===== src/rtl/z80_trace_pkg.sv =====
// Shared types for the Z80 bus tracer: 3-bit event codes and the per-tick flags that mark each qualifying bus event.
package z80_trace_pkg;

  typedef enum logic [2:0] {
    EV_FETCH       = 3'd0,
    EV_MEM_RD      = 3'd1,
    EV_MEM_WR      = 3'd2,
    EV_IO_RD       = 3'd3,
    EV_IO_WR       = 3'd4,
    EV_RST_ASSERT  = 3'd5,
    EV_RST_RELEASE = 3'd6,
    EV_HALT        = 3'd7
  } ev_type_e;

  // One bit per event class that qualified on the current tick, highest priority first.
  typedef struct packed {
    logic rst_assert;
    logic rst_release;
    logic halt;
    logic rd;
    logic wr;
  } ev_flags_t;

  function automatic logic [2:0] flag_count(input ev_flags_t f);
    flag_count = 3'(f.rst_assert) + 3'(f.rst_release) + 3'(f.halt) + 3'(f.rd) + 3'(f.wr);
  endfunction

endpackage


===== src/rtl/trace_fifo.sv =====
// Sync FIFO, first-word-fall-through head read from registered storage; head visible the cycle after the write.
// Write while full is discarded unless a pop happens in the same cycle; rd_rdy is ignored while empty.
module trace_fifo #(
  parameter int W     = 8,
  parameter int DEPTH = 16
) (
  input  logic                     clk,
  input  logic                     rst_n,
  input  logic                     wr_vld,
  input  logic [W-1:0]             wr_dat,
  input  logic                     rd_rdy,
  output logic [W-1:0]             rd_dat,
  output logic                     full,
  output logic                     empty,
  output logic [$clog2(DEPTH):0]   level
);

  localparam int PW = $clog2(DEPTH);

  logic [W-1:0] mem [DEPTH];
  logic [PW:0]  wr_ptr;
  logic [PW:0]  rd_ptr;
  logic         do_push;
  logic         do_pop;

  // Pointers carry one extra MSB so full and empty are distinguishable.
  assign empty   = (wr_ptr == rd_ptr);
  assign full    = (wr_ptr[PW] != rd_ptr[PW]) && (wr_ptr[PW-1:0] == rd_ptr[PW-1:0]);
  assign level   = wr_ptr - rd_ptr;
  assign do_pop  = ~empty & rd_rdy;
  assign do_push = wr_vld & (~full | do_pop);
  assign rd_dat  = empty ? '0 : mem[rd_ptr[PW-1:0]];

  always_ff @(posedge clk or negedge rst_n) begin
    if (!rst_n) begin
      wr_ptr <= '0;
      rd_ptr <= '0;
    end else begin
      if (do_push) wr_ptr <= wr_ptr + 1'b1;
      if (do_pop)  rd_ptr <= rd_ptr + 1'b1;
    end
  end

  always_ff @(posedge clk) begin
    if (do_push) mem[wr_ptr[PW-1:0]] <= wr_dat;
  end

endmodule


===== src/rtl/z80_bus_tracer.sv =====
// Classifies each CPU-clock rise into at most one bus event and queues it; out_valid rises 2 eclk after the tick.
// out_* hold while stalled; drops from priority or a full FIFO count in overflow_cnt. TRACE_TIMESTAMP_EN adds out_ts.
module z80_bus_tracer
  import z80_trace_pkg::*;
#(
  parameter int AW    = 16,
  parameter int DW    = 8,
  parameter int DEPTH = 16,
  parameter int OVF_W = 8
`ifdef TRACE_TIMESTAMP_EN
  , parameter int TS_W = 16
`endif
) (
  input  logic                    eclk,
  input  logic                    _ereset,
  input  logic                    clk,
  input  logic                    trace_en,
  input  logic                    _m1,
  input  logic                    _rd,
  input  logic                    _wr,
  input  logic                    _mreq,
  input  logic                    _iorq,
  input  logic                    _halt,
  input  logic                    _reset,
  input  logic [AW-1:0]           ab,
  input  logic [DW-1:0]           db_i,
  input  logic [DW-1:0]           db_o,
  output logic                    out_valid,
  input  logic                    out_ready,
  output logic [2:0]              out_type,
  output logic [AW-1:0]           out_addr,
  output logic [DW-1:0]           out_data,
  output logic                    halted,
  output logic [OVF_W-1:0]        overflow_cnt,
  input  logic                    clr_ovf,
  output logic [$clog2(DEPTH):0]  level
`ifdef TRACE_TIMESTAMP_EN
  , output logic [TS_W-1:0]       out_ts
`endif
);

  typedef struct packed {
    ev_type_e      typ;
    logic [AW-1:0] addr;
    logic [DW-1:0] data;
`ifdef TRACE_TIMESTAMP_EN
    logic [TS_W-1:0] ts;
`endif
  } entry_t;

  logic             clk_last, rd_last, wr_last, reset_last, halt_last;
  logic             tick, capture, pend_vld;
  logic             fifo_full, fifo_empty, pop, drop;
  ev_flags_t        flags;
  logic [2:0]       n_flags, discards, ovf_inc;
  logic [OVF_W+2:0] ovf_sum;
  logic [OVF_W-1:0] ovf_next;
  entry_t           cur, pend_entry, head;
`ifdef TRACE_TIMESTAMP_EN
  logic [TS_W-1:0]  ts_cnt;
`endif

  assign tick = clk & ~clk_last;

  // A rd/wr edge only qualifies when a memory or I/O cycle is in progress.
  always_comb begin
    flags.rst_assert  = reset_last & ~_reset;
    flags.rst_release = ~reset_last & _reset;
    flags.halt        = halt_last & ~_halt;
    flags.rd          = rd_last & ~_rd & (~_mreq | ~_iorq);
    flags.wr          = wr_last & ~_wr & (~_mreq | ~_iorq);
  end

  always_comb begin
    cur      = '0;
    cur.addr = ab;
`ifdef TRACE_TIMESTAMP_EN
    cur.ts   = ts_cnt + 1'b1;
`endif
    if (flags.rst_assert) begin
      cur.typ = EV_RST_ASSERT;
    end else if (flags.rst_release) begin
      cur.typ = EV_RST_RELEASE;
    end else if (flags.halt) begin
      cur.typ = EV_HALT;
    end else if (flags.rd) begin
      cur.data = db_i;
      if (!_mreq) cur.typ = _m1 ? EV_MEM_RD : EV_FETCH;
      else        cur.typ = EV_IO_RD;
    end else if (flags.wr) begin
      cur.data = db_o;
      cur.typ  = _mreq ? EV_IO_WR : EV_MEM_WR;
    end
  end

  assign n_flags  = flag_count(flags);
  assign capture  = tick & trace_en & (n_flags != 3'd0);
  assign discards = capture ? (n_flags - 3'd1) : 3'd0;
  assign pop      = ~fifo_empty & out_ready;
  assign drop     = pend_vld & fifo_full & ~pop;
  assign ovf_inc  = discards + {2'b00, drop};
  assign ovf_sum  = {3'b000, overflow_cnt} + {{OVF_W{1'b0}}, ovf_inc};

  always_comb begin
    if (clr_ovf)                                ovf_next = '0;
    else if (ovf_sum > {3'b000, {OVF_W{1'b1}}}) ovf_next = '1;
    else                                        ovf_next = ovf_sum[OVF_W-1:0];
  end

  always_ff @(posedge eclk or negedge _ereset) begin
    if (!_ereset) begin
      clk_last     <= 1'b1;
      rd_last      <= 1'b1;
      wr_last      <= 1'b1;
      reset_last   <= 1'b1;
      halt_last    <= 1'b1;
      pend_vld     <= 1'b0;
      pend_entry   <= '0;
      halted       <= 1'b0;
      overflow_cnt <= '0;
`ifdef TRACE_TIMESTAMP_EN
      ts_cnt       <= '0;
`endif
    end else begin
      clk_last <= clk;
      // Edge history follows the bus even while tracing is off.
      if (tick) begin
        rd_last    <= _rd;
        wr_last    <= _wr;
        reset_last <= _reset;
        halt_last  <= _halt;
`ifdef TRACE_TIMESTAMP_EN
        ts_cnt     <= ts_cnt + 1'b1;
`endif
      end
      pend_vld <= capture;
      if (capture) pend_entry <= cur;
      if (capture && cur.typ == EV_HALT) halted <= 1'b1;
      overflow_cnt <= ovf_next;
    end
  end

  trace_fifo #(
    .W     ($bits(entry_t)),
    .DEPTH (DEPTH)
  ) u_fifo (
    .clk    (eclk),
    .rst_n  (_ereset),
    .wr_vld (pend_vld),
    .wr_dat (pend_entry),
    .rd_rdy (out_ready),
    .rd_dat (head),
    .full   (fifo_full),
    .empty  (fifo_empty),
    .level  (level)
  );

  assign out_valid = ~fifo_empty;
  assign out_type  = head.typ;
  assign out_addr  = head.addr;
  assign out_data  = head.data;
`ifdef TRACE_TIMESTAMP_EN
  assign out_ts    = head.ts;
`endif

endmodule


===== config.mk =====
export PLATFORM = sky130hd
export DESIGN_NAME = z80_bus_tracer
export DESIGN_NICKNAME = d
export VERILOG_FILES = /design/src/rtl/z80_trace_pkg.sv /design/src/rtl/trace_fifo.sv /design/src/rtl/z80_bus_tracer.sv
export SDC_FILE = /design/constraint.sdc
export NUM_CORES = 1
export LEC_CHECK = 0
export BUFFER_PORTS_ARGS = -buffer_cell sky130_fd_sc_hd__buf_2
export CAP_MARGIN = 5
export CORE_MARGIN = 2
export CORE_UTILIZATION = 26
export DETAILED_ROUTE_END_ITERATION = 8
export PLACE_DENSITY = 0.47
export SLEW_MARGIN = 20
export SYNTH_ARGS = -nofsm -noshare
export SYNTH_HDL_FRONTEND = slang
export SYNTH_SLANG_ARGS = --single-unit

===== constraint.sdc =====
create_clock -name eclk -period 9.65 [get_ports eclk]
set_input_delay 0 -clock eclk [delete_from_list [all_inputs] [get_ports eclk]]
set_output_delay 0 -clock eclk [all_outputs]
set_load 0.05 [all_outputs]

==> results by group <==
Status
  – Status: finished, violations left
  – Failing checks: design-rule violations

Logic synthesis
  – Post-Syn Area per Cell: 18.9 µm²
  – Mapped Cells: 1016
  – EDFF count, synth: 432
  – Post-synth top area share: 67.5%
  – Mapped Area: 19200 µm²
  – Flops & latches, synth: 484
  – Synth area leader: edfxtp_1
  – Yosys cell types: 46
  – Top FF cell, synth: edfxtp_1
  – Synth warn: 0
  – Syn Nets: 1082
  – FFs w/ async S/R, synth: 10.7%
  – Top post-synthesis cells by area: edfxtp_1, mux4_2, dfrtp_1, nand3_1, nand2_1
  – Register area share after synthesis: 74.3%

Worst setup path
  – Setup crit end kind: flip-flop
  – WP data arrival: 5.95 ns
  – CP top delay family: adder cells
  – CP Class: reg2reg
  – Required time of the critical path: 10.16 ns
  – CP max FO: 33
  – Startpoint Class: flip-flop
  – R2R Setup Slk: 4.21 ns
  – Max incr delay on CP: 0.68 ns
  – Slowest CP cell: nand3_2
  – CP cell instances: nor2b_1 -> a21boi_1 -> buf_4 -> inv_2 -> fa_1 -> inv_1 -> fa_1 -> ha_1 -> inv_1 -> ha_1 -> nand2b_1 -> nand3_2 -> nor2_1 -> ha_1 -> ha_1 -> fa_1 -> a21oi_1 -> nor2_1 -> and4b_1 -> nor3_1
  – Most used cell, CP: ha_1
  – CP bufs+invs: 4

Global routing
  – Total GRT Usage: 12.7%
  – Gr ovfl total: 0
  – First-pass GRT wire length: 70000 µm
  – Vias in the first global route: 10400
  – Initial antenna violation count: 0
  – Pin count of the biggest net entering global routing: 63

STA
  – Final hold vios: 0
  – Tmin final: 5.44 ns
  – Period utilisation layout: 56.3%
  – Fmax: 184 MHz
  – Slew margin rel.: 33.3%
  – Sum Neg Setup Slack: 0 ns
  – Unrepaired setup endpoints after global routing: no
  – Clock skew: 0.0138 ns
  – Max-slew violations: 0
  – Worst hold slack: 0.0808 ns
  – Pin slew with the least headroom to its limit: 1.00 ns
  – Final Setup Violations: 0

Placement
  – HPWL Detailed: 26400 µm
  – Port Buffer Count: 86
  – GPL Wtd Cong: 0.718

Layout
  – Commonest non-fill, non-tap cell in the layout: edfxtp_1
  – Synth-to-Final Area Change: 19.2%
  – Final nets: 1246
  – Commonest non-fill, non-tap cells in the layout: edfxtp_1, mux4_2, nand2_1, buf_2, nand3_1
  – Ant diodes: 0
  – Layout cells sized above 1: 28.7%

Power and ir drop
  – Worst vdd ir: 0.284 mV
  – Power per Cell Area: 304 nW/µm²
  – P_int: 4.40 mW
  – Switching power: 2.57 mW
  – Part of the power in registers: 41.3%
  – Combinational power share: 32.6%
  – Sw Share: 36.9%
  – Static leakage: 7.72 nW
  – Clk pwr share: 26.1%

Routing
  – Routed WL: 47500 µm
  – First-pass detailed-route iteration total: 7
  – Total number of vias: 9932
  – DRC viols: 2
  – DRT iter0 DRCs: 776
  – Drt wl/cell: 21.8 µm
  – Final ANT Viol Nets: 0
  – Via-to-Cell Ratio: 4.56

Worst hold path
  – Hold Path Class: in2async

Die
  – Die width: 276 µm
  – Row count: 99
  – Core ar.: 73100 µm²
  – Die height: 276 µm
  – Full die area: 76100 µm²
  – # IOs: 87
  – Initial Util: 26.3%

Clocking
  – Skew-Pair Late Insertion Delay: 0.59 ns
  – CTS Root Cell: clkbuf_16
  – CTS HTree Levels: 2
  – CTS clk-pin slew, worst paths: 0.06 ns
  – CTS buffer count: 51
  – Post-CTS Resized: 0
  – Clk sinks: 484
  – CTS tree: yes
  – CTS Buffer Depth: 3

Job
  – Maxcap violations: 0
-- final cells by class --
class                           instances  area [µm²]
Fill cell                            7152       50200
Inverter                               19        71.3
Tap cell                              959        1200
Clock buffer                           73        1410
Multi-Input combinational cell        466        4750
Timing Repair Buffer                  158        1080
Clock inverter                         21         105
Sequential cell                       484       14300
-- power by group through the flow --
stage	clock network (mW)	logic [mW]	registers [mW]
after floorplan	0	1.79	2.74
after global placement	0	2.32	2.91
after detailed placement	0	2.31	2.93
after CTS	1.86	2.34	2.89
after global routing	1.95	2.44	2.92
final	1.82	2.27	2.88
-- stage by stage --
step / cells / util [%] / worst slack, ns / area, µm² / power [mW]
final: 2180 / 31.3 / 4.21 / 22900 / 6.97
after global routing: 2180 / 31.3 / 3.78 / 22900 / 7.31
after CTS: 2180 / 31.3 / 4.15 / 22900 / 7.09
after detailed placement: 2042 / 28.7 / 4.16 / 21000 / 5.24
after global placement: 2042 / 28.7 / 4.19 / 21000 / 5.23
after floorplan: 1016 / - / 4.74 / 19200 / 4.53
-- flip-flops by register name, summed over array words and instances (netlist names) --
register and flops:
overflow_cnt 8, wr_last 1, u_fifo.rd_ptr 5, pend_entry 27, clk_last 1, pend_vld 1
halted 1, rd_last 1, u_fifo.wr_ptr 5, halt_last 1, reset_last 1, u_fifo.mem 432
-- kinds of logic after synthesis --
group | synth area share, %
adder cells (fa/ha/maj) | 1.52
multiplexers | 14.3
flip-flops | 74.3
AND/OR/NAND/NOR | 5.76
XOR/XNOR | 0.860
AO/OA/AOI/OAI | 1.57
buffers and inverters | 1.68
-- metal layers --
| layer | up-vias | GRT usage [%] | wire (µm) |
|---|---|---|---|
| met3 | 57 | 2.50 | 2210 |
| met1 | 5275 | 17.7 | 22100 |
| met2 | 224 | 20.4 | 22400 |
| met4 | 0 | 2.74 | 718 |
| li1 | 4376 | - | - |
| met5 | - | 0 | 0 |
-- cells in the mapped netlist (all sizes together) (3+ instances only) --
library cell	n
edfxtp	432
mux4	108
nand2	106
nand3	86
dfrtp	47
buf	29
mux2	28
nor2	23
inv	19
clkbuf	18
ha	17
xnor2	15
a21oi	12
o21ai	12
a22oi	8
nor2b	7
nor3	7
nand2b	6
dfstp	5
a21o	4
fa	4
a211oi	3
nand4	3
xor2	3
-- repair_timing --
item                      4_1_cts  5_1_grt
hold endpoints to repair       93        0
setup buffers                   0        0
hold buffers                   44        0
-- path summary, 6_finish.rpt --
path | to | cells past startpoint | startpoint
min in group eclk | clk_last | 2 | clk
worst min register to register | rd_last | 2 | rd_last
max in group asynchronous | u_fifo.rd_ptr[0] | 3 | _ereset
worst max register to register | overflow_cnt[6] | 20 | rd_last
worst max-delay path | overflow_cnt[6] | 20 | rd_last
worst min-delay path | overflow_cnt[4] | 3 | _ereset
-- worst register-to-register path: stages, from the launching register on --
cell      delay (ns)
dfstp_2         0.52
nor2b_1         0.27
a21boi_1        0.20
buf_4           0.22
inv_2           0.06
fa_1            0.50
inv_1           0.05
fa_1            0.36
ha_1            0.28
inv_1           0.05
ha_1            0.19
nand2b_1        0.09
nand3_2         0.68
nor2_1          0.31
ha_1            0.27
ha_1            0.22
fa_1            0.41
a21oi_1         0.25
nor2_1          0.12
and4b_1         0.18
nor3_1          0.16
No activity file was read; power rests on OpenSTA's default activity.
